<file path="src/rtl/p2s_serializer_pkg.sv">
// Shared definitions for the P2S/S2P serial link: FSM encoding and default widths.
package p2s_serializer_pkg;

  localparam int IN_PORT_WIDTH = 4;
  localparam int COUNTER_WIDTH = 2;

  typedef enum logic {
    IDLE  = 1'b0,
    SHIFT = 1'b1
  } state_t;

endpackage

</file>
<file path="src/rtl/p2s_serializer_if.sv">
// Word-in / bit-out handshake bundle for the parallel-to-serial converter.
interface p2s_serializer_if
  import p2s_serializer_pkg::*;
#(
    parameter int inPortWidth = IN_PORT_WIDTH
);
    logic [inPortWidth-1:0] parallelIn;
    logic                   inValid;
    logic                   inReady;
    logic                   enable;
    logic                   serialOut;
    logic                   serialValid;
    logic                   done;
    logic                   busy;

    modport slave (
        input  parallelIn, inValid, enable,
        output inReady, serialOut, serialValid, done, busy
    );

    modport master (
        output parallelIn, inValid, enable,
        input  inReady, serialOut, serialValid, done, busy
    );
endinterface

</file>
<file path="src/rtl/p2s_serializer.sv">
// Parallel-to-serial converter: one-word hold stage feeding an LSB-first shifter.
// Words arriving while the shifter runs are reloaded with no gap between words.
module p2s_serializer
  import p2s_serializer_pkg::*;
#(
    parameter int inPortWidth  = IN_PORT_WIDTH,
    parameter int counterWidth = COUNTER_WIDTH
) (
    input  logic             clk,
    input  logic             rst,
    p2s_serializer_if.slave  bus
);

    localparam logic [counterWidth-1:0] LAST_BIT = counterWidth'(inPortWidth - 1);

    state_t                  r_state, w_state_nxt;
    logic [inPortWidth-1:0]  r_hold, w_hold_nxt;
    logic [inPortWidth-1:0]  r_shift, w_shift_nxt;
    logic [counterWidth-1:0] r_cnt, w_cnt_nxt;
    logic                    r_holdFull, w_holdFull_nxt;

    logic w_accept;
    logic w_last;
    logic w_xfer;

    // inReady comes straight from r_holdFull, so accept cannot coincide with transfer
    assign w_accept = bus.inValid && !r_holdFull;
    assign w_last   = (r_state == SHIFT) && (r_cnt == LAST_BIT);
    assign w_xfer   = r_holdFull && bus.enable && ((r_state == IDLE) || w_last);

    always_ff @(posedge clk or negedge rst) begin
        if (!rst) begin
            r_state    <= IDLE;
            r_hold     <= '0;
            r_shift    <= '0;
            r_cnt      <= '0;
            r_holdFull <= 1'b0;
        end else begin
            r_state    <= w_state_nxt;
            r_hold     <= w_hold_nxt;
            r_shift    <= w_shift_nxt;
            r_cnt      <= w_cnt_nxt;
            r_holdFull <= w_holdFull_nxt;
        end
    end

    always_comb begin
        w_state_nxt    = r_state;
        w_hold_nxt     = r_hold;
        w_shift_nxt    = r_shift;
        w_cnt_nxt      = r_cnt;
        w_holdFull_nxt = r_holdFull;

        if (w_accept) begin
            w_hold_nxt     = bus.parallelIn;
            w_holdFull_nxt = 1'b1;
        end

        if (w_xfer) begin
            w_shift_nxt    = r_hold;
            w_cnt_nxt      = '0;
            w_state_nxt    = SHIFT;
            w_holdFull_nxt = 1'b0;
        end else if ((r_state == SHIFT) && bus.enable) begin
            if (w_last) begin
                w_state_nxt = IDLE;
                w_cnt_nxt   = '0;
            end else begin
                w_shift_nxt = r_shift >> 1;
                w_cnt_nxt   = r_cnt + counterWidth'(1);
            end
        end
    end

    assign bus.inReady     = !r_holdFull;
    assign bus.serialOut   = (r_state == SHIFT) ? r_shift[0] : 1'b0;
    assign bus.serialValid = (r_state == SHIFT) && bus.enable;
    assign bus.done        = bus.serialValid && (r_cnt == LAST_BIT);
    assign bus.busy        = (r_state != IDLE) || r_holdFull;

endmodule

</file>
<file path="src/flat_wrapper.sv">
// flat-port wrapper written by rule: the top's interface ports become plain ports
module p2s_serializer_flat import p2s_serializer_pkg::*;
#(
    parameter int inPortWidth  = IN_PORT_WIDTH,
    parameter int counterWidth = COUNTER_WIDTH
)
  (clk, rst, bus_parallelIn, bus_inValid, bus_enable, bus_inReady, bus_serialOut, bus_serialValid, bus_done, bus_busy);
  p2s_serializer_if #(.inPortWidth(inPortWidth)) bus_i ();
  input  logic clk;
  input  logic rst;
  input wire logic [$bits(bus_i.parallelIn)-1:0] bus_parallelIn;
  input wire logic [$bits(bus_i.inValid)-1:0] bus_inValid;
  input wire logic [$bits(bus_i.enable)-1:0] bus_enable;
  output wire logic [$bits(bus_i.inReady)-1:0] bus_inReady;
  output wire logic [$bits(bus_i.serialOut)-1:0] bus_serialOut;
  output wire logic [$bits(bus_i.serialValid)-1:0] bus_serialValid;
  output wire logic [$bits(bus_i.done)-1:0] bus_done;
  output wire logic [$bits(bus_i.busy)-1:0] bus_busy;
  assign bus_i.parallelIn = bus_parallelIn;
  assign bus_i.inValid = bus_inValid;
  assign bus_i.enable = bus_enable;
  assign bus_inReady = bus_i.inReady;
  assign bus_serialOut = bus_i.serialOut;
  assign bus_serialValid = bus_i.serialValid;
  assign bus_done = bus_i.done;
  assign bus_busy = bus_i.busy;
  p2s_serializer #(.inPortWidth(inPortWidth), .counterWidth(counterWidth)) u_core (.clk(clk), .rst(rst), .bus(bus_i));
endmodule
</file>
<file path="config.mk">
export PLATFORM = sky130hd
export DESIGN_NAME = p2s_serializer_flat
export DESIGN_NICKNAME = d
export VERILOG_FILES = /design/src/rtl/p2s_serializer_pkg.sv /design/src/rtl/p2s_serializer_if.sv /design/src/rtl/p2s_serializer.sv /design/src/flat_wrapper.sv
export SDC_FILE = /design/constraint.sdc
export NUM_CORES = 1
export LEC_CHECK = 0
export ABC_AREA = 1
export CAP_MARGIN = 40
export CORE_ASPECT_RATIO = 1.2
export CORE_MARGIN = 2
export CORE_UTILIZATION = 28
export DETAILED_ROUTE_END_ITERATION = 12
export MAX_ROUTING_LAYER = met4
export SKIP_CTS_REPAIR_TIMING = 1
export SLEW_MARGIN = 20
export SYNTH_ARGS = -nofsm -noshare
export SYNTH_HDL_FRONTEND = slang
export SYNTH_SLANG_ARGS = --single-unit
export TNS_END_PERCENT = 50
</file>
<file path="constraint.sdc">
create_clock -name clk -period 1.01 [get_ports clk]
set_input_delay 0.1515 -clock clk [delete_from_list [all_inputs] [get_ports clk]]
set_output_delay 0.1515 -clock clk [all_outputs]
set_load 0.01 [all_outputs]
</file>
==> metrics <==
outcome=finished, violations left; failing checks=setup timing; worst relative slew slack=89.40%; mean routed wirelength per cell=between 10 and 15 um; IR drop worst, VDD=about 0.0014 V; Int Pwr=around 1600 uW; Clock Pin Slew Worst Setup and Hold Paths=~0.080 ns; GR Overflow Total=0; vias in the first global route=around 520; worst-margin pin slew=~0.16 ns; max_cap viols=0; area of the multi-input gates=345.3 sq um; initial antenna violation count=0; Mapped Cells=approximately 70; largest net degree at the start of global routing=13; Area Overhead vs Synth=83.78%; Die W=44.66 um; Static Leak=between 0.0005 and 0.0006 uW; Worst Path Arrival=1.09 ns; Root Driver=clkbuf_4; num ports=13; Initial Util=a little under a third; Clk pwr share=around 15%; syn_area_per_cell=a little over 8 sq um; Worst Setup Path Type=flip-flop to primary output; Final nets=113; Remaining DRCs=0; Worst Setup Start Kind=flip-flop; slowest stage delay, CP=between 0.3 and 0.4 ns; worst-case reg-to-reg path depth=8; Post-Syn Nets=between 70 and 80; GRT Overall Usage=between 10% and 20%; Flop pwr share=29.6%; # setup viols final=11; mapped cell area=around 560 sq um; Syn. warnings=0; fin crit period=around 1.2 ns; Vias/cell=~4.8; maximum buffer depth of the clock tree=2; sw frac=approximately two fifths; Final Core Density=a little under three fifths; worst setup margin=-0.2274 ns; Filler cells=around 180; First-pass DRT Iterations=4; Final Max Slew Viols=0; Sum Neg Setup Slack=-1.785 ns; Core Area=roughly 0.0019 sq mm; Comb pwr share=between 50% and 60%; flip-flop and latch count after synthesis=12; ANT nets after route=0; NetSw=1030 uW; CTS tree=built; dpl ws=-0.5121 ns; Die ar.=0.002358 sq mm; first-pass GRT wire length=approximately 2.2 mm; reg2reg end=u_core.r_shift[0]; H-tree depth=1; Critical Path End Type=primary output; final WL=1.331 mm; Fmax achieved=between 800 and 900 MHz; design area=roughly 0.001 sq mm; RSZ-0062 raised after global routing=yes; Worst path slowest cell=dfrtp_1; DP Area=~820 sq um; Iter 0 DRT Violations=5; P per Cell Area=between 2000 and 3000 mW/mm^2; share of layout cells above drive strength 1=between 50% and 60%; GP Congestion=around 0.75; Max FO, Critical Path=2; reg2reg start=u_core.r_cnt[0]; post-synthesis sequential area ratio=a little over half; clock sinks=12; Worst Path Required=about 0.86 ns; Die Ht=approximately 53 um; total number of vias=about 600; Skew-Pair Late Insertion Delay=0.28 ns; Crit path max-delay family=flip-flops; fin crit share=122.5%; CP Buf/Inv Count=2; crit-path cells=ha_2 -> inv_2 -> nor2_4 -> buf_6; Layout Skew=roughly 0.0075 ns; Final Power=2655 uW; total CTS buffers=3; Antenna Cells=0; PortBufs=12; Register Area=301.5 sq um; post-synthesis cell type count=11; worst reg2reg setup slack=-0.21 ns; final hold vios=0; post-DP HPWL=~960 um; num rows=17; HP Class=input port to async pin
registers in the layout (all words and copies together), names as in the netlist:
register,flops
u_core.r_shift,4
u_core.r_holdFull,1
u_core.r_cnt,2
u_core.r_hold,4
u_core.r_state,1
kinds of logic after synthesis:
group | after synthesis | share of synthesized area [%]
buffers and inverters | 12 | 8.108
and+or+nand+nor | 37 | 28.83
AOI/OAI and AO/OA | 7 | 6.756
DFF | 12 | 54.05
adders and majority gates | 1 | 2.252
power by group through the flow:
stage / clock network, uW / logic [uW] / registers [uW]
2_1_floorplan: 0 / 561 / 789
3_3_place_gp: 0 / 990 / 790
3_5_place_dp: 0 / 1020 / 801
4_1_cts: 394 / 1020 / 791
5_1_grt: 432 / 1640 / 813
6_report: 388 / 1480 / 787
metrics by stage:
| stage | hold WS, ns | std cells |
|---|---|---|
| after floorplan | -0.1441 | 69 |
| after detailed placement | 0.4616 | 112 |
| after CTS | 0.1693 | 116 |
| after global routing | 0.1785 | 122 |
| final | 0.1602 | 122 |
| after global placement | 0.4657 | 112 |
layer usage:
metal  vias up  GRT usage (%)  part of all wire (%)
met5         -              -                     0
met4         0          9.091                   2.9
met3         5          2.069                   2.9
met2        10          21.26                    54
met1       283          16.14                    40
li1        287              -                     -
synthesized netlist by cell type (all sizes together):
library cell	count	area share, %
a21oi	3	2.7
inv	12	8.1
ha	1	2.3
o21a	1	1.4
dfrtp	12	54
nor2	4	2.7
o21ai	3	2.7
nand2	20	14
nand3	13	12
worst max path at each step:
stage	start	end	cells past startpoint
4_1_cts	u_core.r_cnt[0]	bus_done	4
3_5_place_dp	bus_enable	bus_done	4
5_1_grt	u_core.r_cnt[0]	bus_done	4
6_report	u_core.r_cnt[0]	bus_done	4
2_1_floorplan	u_core.r_cnt[0]	u_core.r_shift[0]	7
3_3_place_gp	bus_enable	bus_done	4
worst register-to-register path, cell delays in order, from the launching register on:
cell and delay [ns]:
dfrtp_1 0.39, ha_2 0.19, inv_2 0.08, buf_6 0.13
nand2_8 0.07, nand2_8 0.09, nand2_2 0.06, nand3_2 0.06
nand2_1 0.05
cell type report:
class	instances	share of cell area, %
Multi-Input combinational cell	45	33.82
Sequential cell	12	29.53
Timing Repair Buffer	30	26.10
Inverter	12	4.657
Clock buffer	4	3.554
Tap cell	19	2.328
placed cells by master, fill, tap and decap left out, types with 4 or more instances in the layout:
cell type,count
buf_4,15
dfrtp_1,11
nand2_1,9
nand3_1,8
inv_1,7
clkdlybuf4s50_1,7
buf_6,7
nand2_4,6
inv_2,4
nand3_2,4
Power figures use the tool's default switching activity.
